[config.mk]
export PLATFORM = sky130hd
export DESIGN_NAME = sync_fifo_reader_flat
export DESIGN_NICKNAME = d
export VERILOG_FILES = /design/src/rtl/sync_fifo_reader_if.sv /design/src/rtl/sync_fifo_reader.sv /design/src/flat_wrapper.sv
export SDC_FILE = /design/constraint.sdc
export NUM_CORES = 1
export LEC_CHECK = 0
export CAP_MARGIN = 15
export CORE_MARGIN = 5
export CORE_UTILIZATION = 38
export DETAILED_ROUTE_END_ITERATION = 12
export SLEW_MARGIN = 5
export SYNTH_ARGS = -nofsm -noshare
export SYNTH_HDL_FRONTEND = slang
export SYNTH_SLANG_ARGS = --single-unit
export TNS_END_PERCENT = 100
[constraint.sdc]
create_clock -name clk -period 5.91 [get_ports clk]
set_input_delay 1.773 -clock clk [delete_from_list [all_inputs] [get_ports clk]]
set_output_delay 1.773 -clock clk [all_outputs]
set_load 0.05 [all_outputs]
[src/rtl/sync_fifo_reader_if.sv]
// rtl/sync_fifo_reader_if.sv - valid/ready output stream of the sync FIFO read drain engine
interface sync_fifo_reader_if #(
   parameter int DATA_WIDTH = 8
);
   logic                  m_valid;
   logic [DATA_WIDTH-1:0] m_data;
   logic                  m_ready;

   modport master (output m_valid, output m_data, input m_ready);
   modport slave  (input m_valid, input m_data, output m_ready);
endinterface

[src/rtl/sync_fifo_reader.sv]
// rtl/sync_fifo_reader.sv - drains a sync FIFO (1-cycle read latency) into a valid/ready stream
// Optional beat counter: define SYNC_FIFO_RD_STATS_EN.
module sync_fifo_reader #(
   parameter int DATA_WIDTH = 8
`ifdef SYNC_FIFO_RD_STATS_EN
   ,
   parameter int CNT_WIDTH  = 16
`endif
) (
   input  logic                  clk,
   input  logic                  reset,
   input  logic                  drain_en,
   input  logic                  fifo_empty,
   input  logic [DATA_WIDTH-1:0] fifo_rdata,
   output logic                  fifo_read_en,
`ifdef SYNC_FIFO_RD_STATS_EN
   output logic [CNT_WIDTH-1:0]  beat_count,
`endif
   sync_fifo_reader_if.master    m
);
   localparam logic [2:0] DEPTH = 3'd3;

   logic [DATA_WIDTH-1:0] q     [3];
   logic [DATA_WIDTH-1:0] q_nxt [3];
   logic [1:0]            buf_cnt;
   logic [1:0]            buf_cnt_nxt;
   logic                  rd_pending;
   logic                  pop;

   assign m.m_valid = (buf_cnt != 2'd0);
   assign m.m_data  = q[0];
   assign pop       = m.m_valid && m.m_ready;

   // Credit counts the in-flight read so a word always has a slot; m_ready is never consulted.
   assign fifo_read_en = !reset && drain_en && !fifo_empty &&
                         (({1'b0, buf_cnt} + {2'b00, rd_pending}) < DEPTH);

   always_comb begin
      q_nxt       = q;
      buf_cnt_nxt = buf_cnt;
      if (pop) begin
         q_nxt[0]    = q[1];
         q_nxt[1]    = q[2];
         buf_cnt_nxt = buf_cnt - 2'd1;
      end
      if (rd_pending) begin
         for (int i = 0; i < 3; i++) begin
            if (2'(i) == buf_cnt_nxt) q_nxt[i] = fifo_rdata;
         end
         buf_cnt_nxt = buf_cnt_nxt + 2'd1;
      end
   end

   always_ff @(posedge clk or posedge reset) begin
      if (reset) begin
         q          <= '{default: '0};
         buf_cnt    <= 2'd0;
         rd_pending <= 1'b0;
      end else begin
         q          <= q_nxt;
         buf_cnt    <= buf_cnt_nxt;
         rd_pending <= fifo_read_en;
      end
   end

`ifdef SYNC_FIFO_RD_STATS_EN
   always_ff @(posedge clk or posedge reset) begin
      if (reset)
         beat_count <= '0;
      else if (pop)
         beat_count <= beat_count + CNT_WIDTH'(1);
   end
`endif

   overflow_check: assert property (@(posedge clk) disable iff (reset)
      ({1'b0, buf_cnt} + {2'b00, rd_pending}) <= DEPTH);

endmodule

[src/flat_wrapper.sv]
// flat-port wrapper written by rule: the top's interface ports become plain ports
module sync_fifo_reader_flat 
#(
   parameter int DATA_WIDTH = 8

)
  (clk, reset, drain_en, fifo_empty, fifo_rdata, fifo_read_en, m_m_valid, m_m_data, m_m_ready);
  sync_fifo_reader_if #(.DATA_WIDTH(DATA_WIDTH)) m_i ();
  input  logic clk;
  input  logic reset;
  input  logic drain_en;
  input  logic fifo_empty;
  input  logic [DATA_WIDTH-1:0] fifo_rdata;
  output logic fifo_read_en;
  output wire logic [$bits(m_i.m_valid)-1:0] m_m_valid;
  output wire logic [$bits(m_i.m_data)-1:0] m_m_data;
  input wire logic [$bits(m_i.m_ready)-1:0] m_m_ready;
  assign m_m_valid = m_i.m_valid;
  assign m_m_data = m_i.m_data;
  assign m_i.m_ready = m_m_ready;
  sync_fifo_reader #(.DATA_WIDTH(DATA_WIDTH)) u_core (.clk(clk), .reset(reset), .drain_en(drain_en), .fifo_empty(fifo_empty), .fifo_rdata(fifo_rdata), .fifo_read_en(fifo_read_en), .m(m_i));
endmodule
Word level (Yosys, flattened, before mapping)

Index checks and enable logic that the tools add are counted.

Output and inout port bits: 10
Logic and storage cells: 27
Bits in registers: 27
Bits of input ports: 13

Magnitude comparators: 1
Add/sub/neg operators: 3
Reduce and logical (&&, ||, !) cells: 9
Equal/unequal tests: 2
Muxes and demuxes: 7

Operator list:

| cell                  | count |
|---|---|
| $mux W24              | 1 |
| $mux W8               | 3 |
| $mux W16              | 1 |
| $logic_and A1 B1 Y1   | 4 |
| $mux W2               | 2 |
| $add A2 B1 Y3         | 1 |
| $lt A3 B2 Y1 const B  | 1 |
| $add A2 B1 Y2 const B | 1 |
| $eq A1 B2 Y1 const A  | 1 |
| $eq A2 B2 Y1 const A  | 1 |
| $logic_not A1 Y1      | 2 |
| $logic_not A2 Y1      | 1 |
| $reduce_and A2 Y1     | 1 |
| $reduce_bool A2 Y1    | 1 |
| $sub A2 B1 Y2 const B | 1 |

Depth between registers and ports, before layout

Depth in word-level cells: 6
Mapped depth: 9
Gate-level depth less buffers: 6

Worst setup path after synthesis

OpenSTA, ideal clock, no wires.

Kind: input to output
Start: input port reset
End: output port fifo_read_en
Path slack: 0.813 ns
Cell stages on the path: 3
Path buffers: 0
Arrival: 3.324 ns
Required time: 4.137 ns
Cell sequence: inv_1 -> nand3_1 -> a21oi_1

Cells in the longest elaborated chain, start to end: 4

Ends and longest elaborated chain:

| element                           | line                   | RTL |
|---|---|---|
| start: declaration                | flat_wrapper.sv:10     | `input logic reset;` |
| $logic_not A1 Y1                  | sync_fifo_reader.sv:35 | `assign fifo_read_en = !reset && drain_en && !fifo_empty &&` |
| $logic_and A1 B1 Y1 (3 in series) | sync_fifo_reader.sv:35 |  |
| end: declaration                  | flat_wrapper.sv:14     | `output logic fifo_read_en;` |

Every way passes these cells.

Final worst setup path

Start: input port fifo_empty
End: output port fifo_read_en

Cells in the longest elaborated chain, start to end: 3

Ends and longest elaborated chain:

| element                           | line                   | RTL |
|---|---|---|
| start: declaration                | flat_wrapper.sv:12     | `input logic fifo_empty;` |
| $logic_not A1 Y1                  | sync_fifo_reader.sv:35 |  |
| $logic_and A1 B1 Y1 (2 in series) | sync_fifo_reader.sv:35 |  |

Every way passes these cells.

==> reports/qor.log <==
[logic_synthesis] number of synthesized register bits 27
[pwr] worst supply voltage drop on vdd 0.0001686 V
[logic_synthesis] fraction of synthesized cell area taken by the top area cell type 44.74%
[worst_setup_path] critical path class input port to primary output
[worst_setup_path] CP startpoint fifo_empty
[timing] worst clock skew 0.001549 ns
[worst_setup_path] count of buffering cells on the critical path with inverters included 2
[die] overall die area 0.005335 sq mm
[worst_setup_path] beginning of the worst register-to-register path u_core.buf_cnt[0]
[worst_setup_path] critical path arrival 2.79 ns
[die] Initial Util 38.59%
[grt] vias in the first global route 1064
[logic_synthesis] per-instance average area after synthesis 10.56 sq um
[grt] Total Routing Usage GR 11.39%
[clock_tree] number of gates resized after cts 0
[cells_and_area] Fillers 396
[timing] final worst path period share 77.27%
[placement] DP Area 0.001705 sq mm
[hold_path] type of the most critical hold path flop to flop
[die] floorplan core area 0.003914 sq mm
[worst_setup_path] longest individual stage delay on the worst path 0.39 ns
[clock_tree] CTS Root Cell sky130_fd_sc_hd__clkbuf_8
[cells_and_area] final design area excluding fillers 0.001750 sq mm
[logic_synthesis] distinct cell type count after synthesis 22
[routing] number of detailed-route iterations in the first pass 4
[placement] HPWL reported at the end of detailed placement 1875 um
[timing] fin. max-slew vios 0
[pwr] static power due to leakage 0.0008206 uW
[die] top-level I/O count 23
[pwr] P per Cell Area 486.6 mW/mm^2
[timing] time the final worst path needs with I/O delays and setup 4.567 ns
[run] Max Cap Violations 0
[logic_synthesis] EDFF count, synth 0
[grt] largest net degree at the start of global routing 28
[cells_and_area] ant diodes 0
[logic_synthesis] total standard cell area after synthesis 0.001510 sq mm
[logic_synthesis] most frequently used flop master after synthesis sky130_fd_sc_hd__dfrtp_1
[logic_synthesis] Syn Inst Count 143
[worst_setup_path] cell-by-cell listing of the critical path clkdlybuf4s50_1 -> nor2_1 -> nand3_1 -> a21oi_1 -> buf_12
[timing] final total negative setup slack 0 ns
[clock_tree] hold buffers post-CTS 0
[timing] final-report setup violation count 0
[timing] slew at the pin closest to its max-slew limit 0.5000 ns
[logic_synthesis] post-synthesis compound-gate area fraction 6.048%
[logic_synthesis] post-synthesis share of cell area spent on full adders, half adders and majority gates 2.486%
[grt] first-pass GRT wire length 4712 um
[clock_tree] clock transition at the registers of the reported paths 0.08 ns
[logic_synthesis] count of yosys warnings during synthesis 0
[worst_setup_path] Top Family by Delay on Critical Path buffers and inverters
[cells_and_area] layout cell share with drive strength beyond 1 26.92%
[logic_synthesis] basic-gate share of the synthesized area counting and, or, nand and nor cells 19.47%
[clock_tree] CTS H-Tree Depth 1
[status] outcome finished, final reports clean
[clock_tree] later-pin clock latency in the skew report 0.27 ns
[hold_path] launch instance of the worst min-delay path u_core.q[7]
[routing] DR vias 1010
[logic_synthesis] sequential share of the synthesized area 44.74%
[logic_synthesis] Syn Nets 159
[die] Die H 73.04 um
[logic_synthesis] FFs w/ async S/R, synth 100.0%
[logic_synthesis] list of most frequent post-synthesis cells sky130_fd_sc_hd__nand2_1, sky130_fd_sc_hd__dfrtp_1, sky130_fd_sc_hd__mux2_2
[routing] routed length per instance 13.40 um
[clock_tree] clock tree from TritonCTS built
[routing] antenna-violating nets left 0
[worst_setup_path] critical path startpoint category input port
[grt] Remaining Overflow, GRT 0
[logic_synthesis] count leader, synth sky130_fd_sc_hd__nand2_1
[logic_synthesis] fraction of synthesized cell area in xor and xnor cells 1.160%
[timing] Max Clk Rate 219.0 MHz
[logic_synthesis] mux cell area share after synthesis 17.90%
[clock_tree] worst-case clock buffer depth 2
[routing] post-DR vias/cell 4.903
[worst_setup_path] Critical Path RT 4.14 ns
[clock_tree] Setup Fix Bufs, Post-CTS 0
[routing] Remaining DRCs 0
[placement] placer congestion estimate 0.7001
[logic_synthesis] largest cells by area after synthesis sky130_fd_sc_hd__dfrtp_1, sky130_fd_sc_hd__mux2_2, sky130_fd_sc_hd__nand2_1
[logic_synthesis] cell type with the largest total area after synthesis sky130_fd_sc_hd__dfrtp_1
[timing] relative slew slack 66.56%
[grt] antenna violations before repair 0
[routing] total routed wirelength 2761 um
[cells_and_area] nets@finish 173
[clock_tree] CTS Sinks 27
[cells_and_area] Syn-to-layout area delta 15.91%
[clock_tree] total CTS buffers 3
[routing] First DRT Iteration DRCs 48
[die] overall die width 73.04 um
[timing] RSZ-0062 raised after global routing false
[die] Row Count 23
[worst_setup_path] slowest stage cell on the critical path sky130_fd_sc_hd__clkdlybuf4s50_1
[cells_and_area] post-layout utilization of the core 44.73%
[placement] number of buffers added on ports 22
[worst_setup_path] CP Capture Type primary output
[logic_synthesis] dominant combinational cell family by area after synthesis simple AND/OR/NAND/NOR gates
[worst_setup_path] critical path fanouts, max 2
[timing] final hold violation count 0
[kinds of logic after synthesis]
group | after synthesis
simple gates | 60
flops | 27
mux | 24
buf+inv | 19
compound gates | 8
fa+ha+maj | 3
xor+xnor | 2
[worst reg2reg max path, stage by stage, from the launching register on]
cell and delay, ns:
sky130_fd_sc_hd__dfrtp_1 0.55, sky130_fd_sc_hd__inv_2 0.15, sky130_fd_sc_hd__ha_1 0.25, sky130_fd_sc_hd__and2b_4 0.45
sky130_fd_sc_hd__nor3_2 0.09, sky130_fd_sc_hd__o21ai_4 0.34, sky130_fd_sc_hd__mux2_2 0.39
[state kept, by name, indices dropped and copies added, names as in the netlist]
register and count:
u_core.buf_cnt 2, u_core.m.m_data 8, u_core.q 16, u_core.rd_pending 1
[power by group]
part	switching, uW	internal, uW
clock	53.6	48.3
combinational	249	187
sequential	52.3	262
[per-stage QoR]
| step | total power [uW] | setup slack (ns) | hold slack [ns] | cells |
|---|---|---|---|---|
| floorplan | 693.9 | 0.8130 | 0.4641 | 143 |
| global placement | 739.8 | 1.362 | 0.4765 | 202 |
| detailed placement | 759.8 | 1.344 | 0.4895 | 202 |
| CTS | 865.6 | 1.340 | 0.5113 | 206 |
| global route | 914.8 | 1.263 | 0.5232 | 206 |
| finish | 851.7 | 1.343 | 0.5042 | 206 |
[path summary, 6_finish.rpt]
check	to	slack (ns)	cells past startpoint
setup / recovery	fifo_read_en	1.34	5
hold / removal	u_core.q[7]	0.50	1
setup reg to reg	u_core.m.m_data[0]	3.58	6
hold reg to reg	u_core.q[7]	0.50	1
max in group asynchronous	u_core.q[14]	3.77	3
min in group asynchronous	u_core.rd_pending	1.89	3
[layer usage]
metal | global-route usage [%] | wire [um] | vias to the layer above
met3 | 2.204 | 124 | 5
met5 | 0 | 0 | -
li1 | - | - | 491
met2 | 20.66 | 1412 | 19
met4 | 4.918 | 53 | 0
met1 | 12.78 | 1170 | 495
[cell type report]
class / instances / area (sq um) / area share, %
clock buffer: 4 / 45.04 / 2.573
inverter: 5 / 18.77 / 1.072
multi-input combinational: 97 / 710.7 / 40.60
sequential: 27 / 675.6 / 38.60
tap: 50 / 62.56 / 3.574
timing repair buffer: 23 / 237.7 / 13.58
[cell usage in the layout, fill, tap and decap left out, types with 2 or more instances in the layout]
cell,instances
sky130_fd_sc_hd__xnor2_1,2
sky130_fd_sc_hd__inv_1,3
sky130_fd_sc_hd__o21ai_4,3
sky130_fd_sc_hd__clkdlybuf4s50_1,21
sky130_fd_sc_hd__nor3_4,2
sky130_fd_sc_hd__nand3_1,2
sky130_fd_sc_hd__nor3_2,4
sky130_fd_sc_hd__nand2_1,48
sky130_fd_sc_hd__dfrtp_1,27
sky130_fd_sc_hd__ha_1,3
sky130_fd_sc_hd__mux2_2,23
sky130_fd_sc_hd__clkbuf_8,3
sky130_fd_sc_hd__a21oi_1,2
sky130_fd_sc_hd__nor2_1,2
sky130_fd_sc_hd__inv_2,2
No activity file was read; power rests on OpenSTA's default activity.
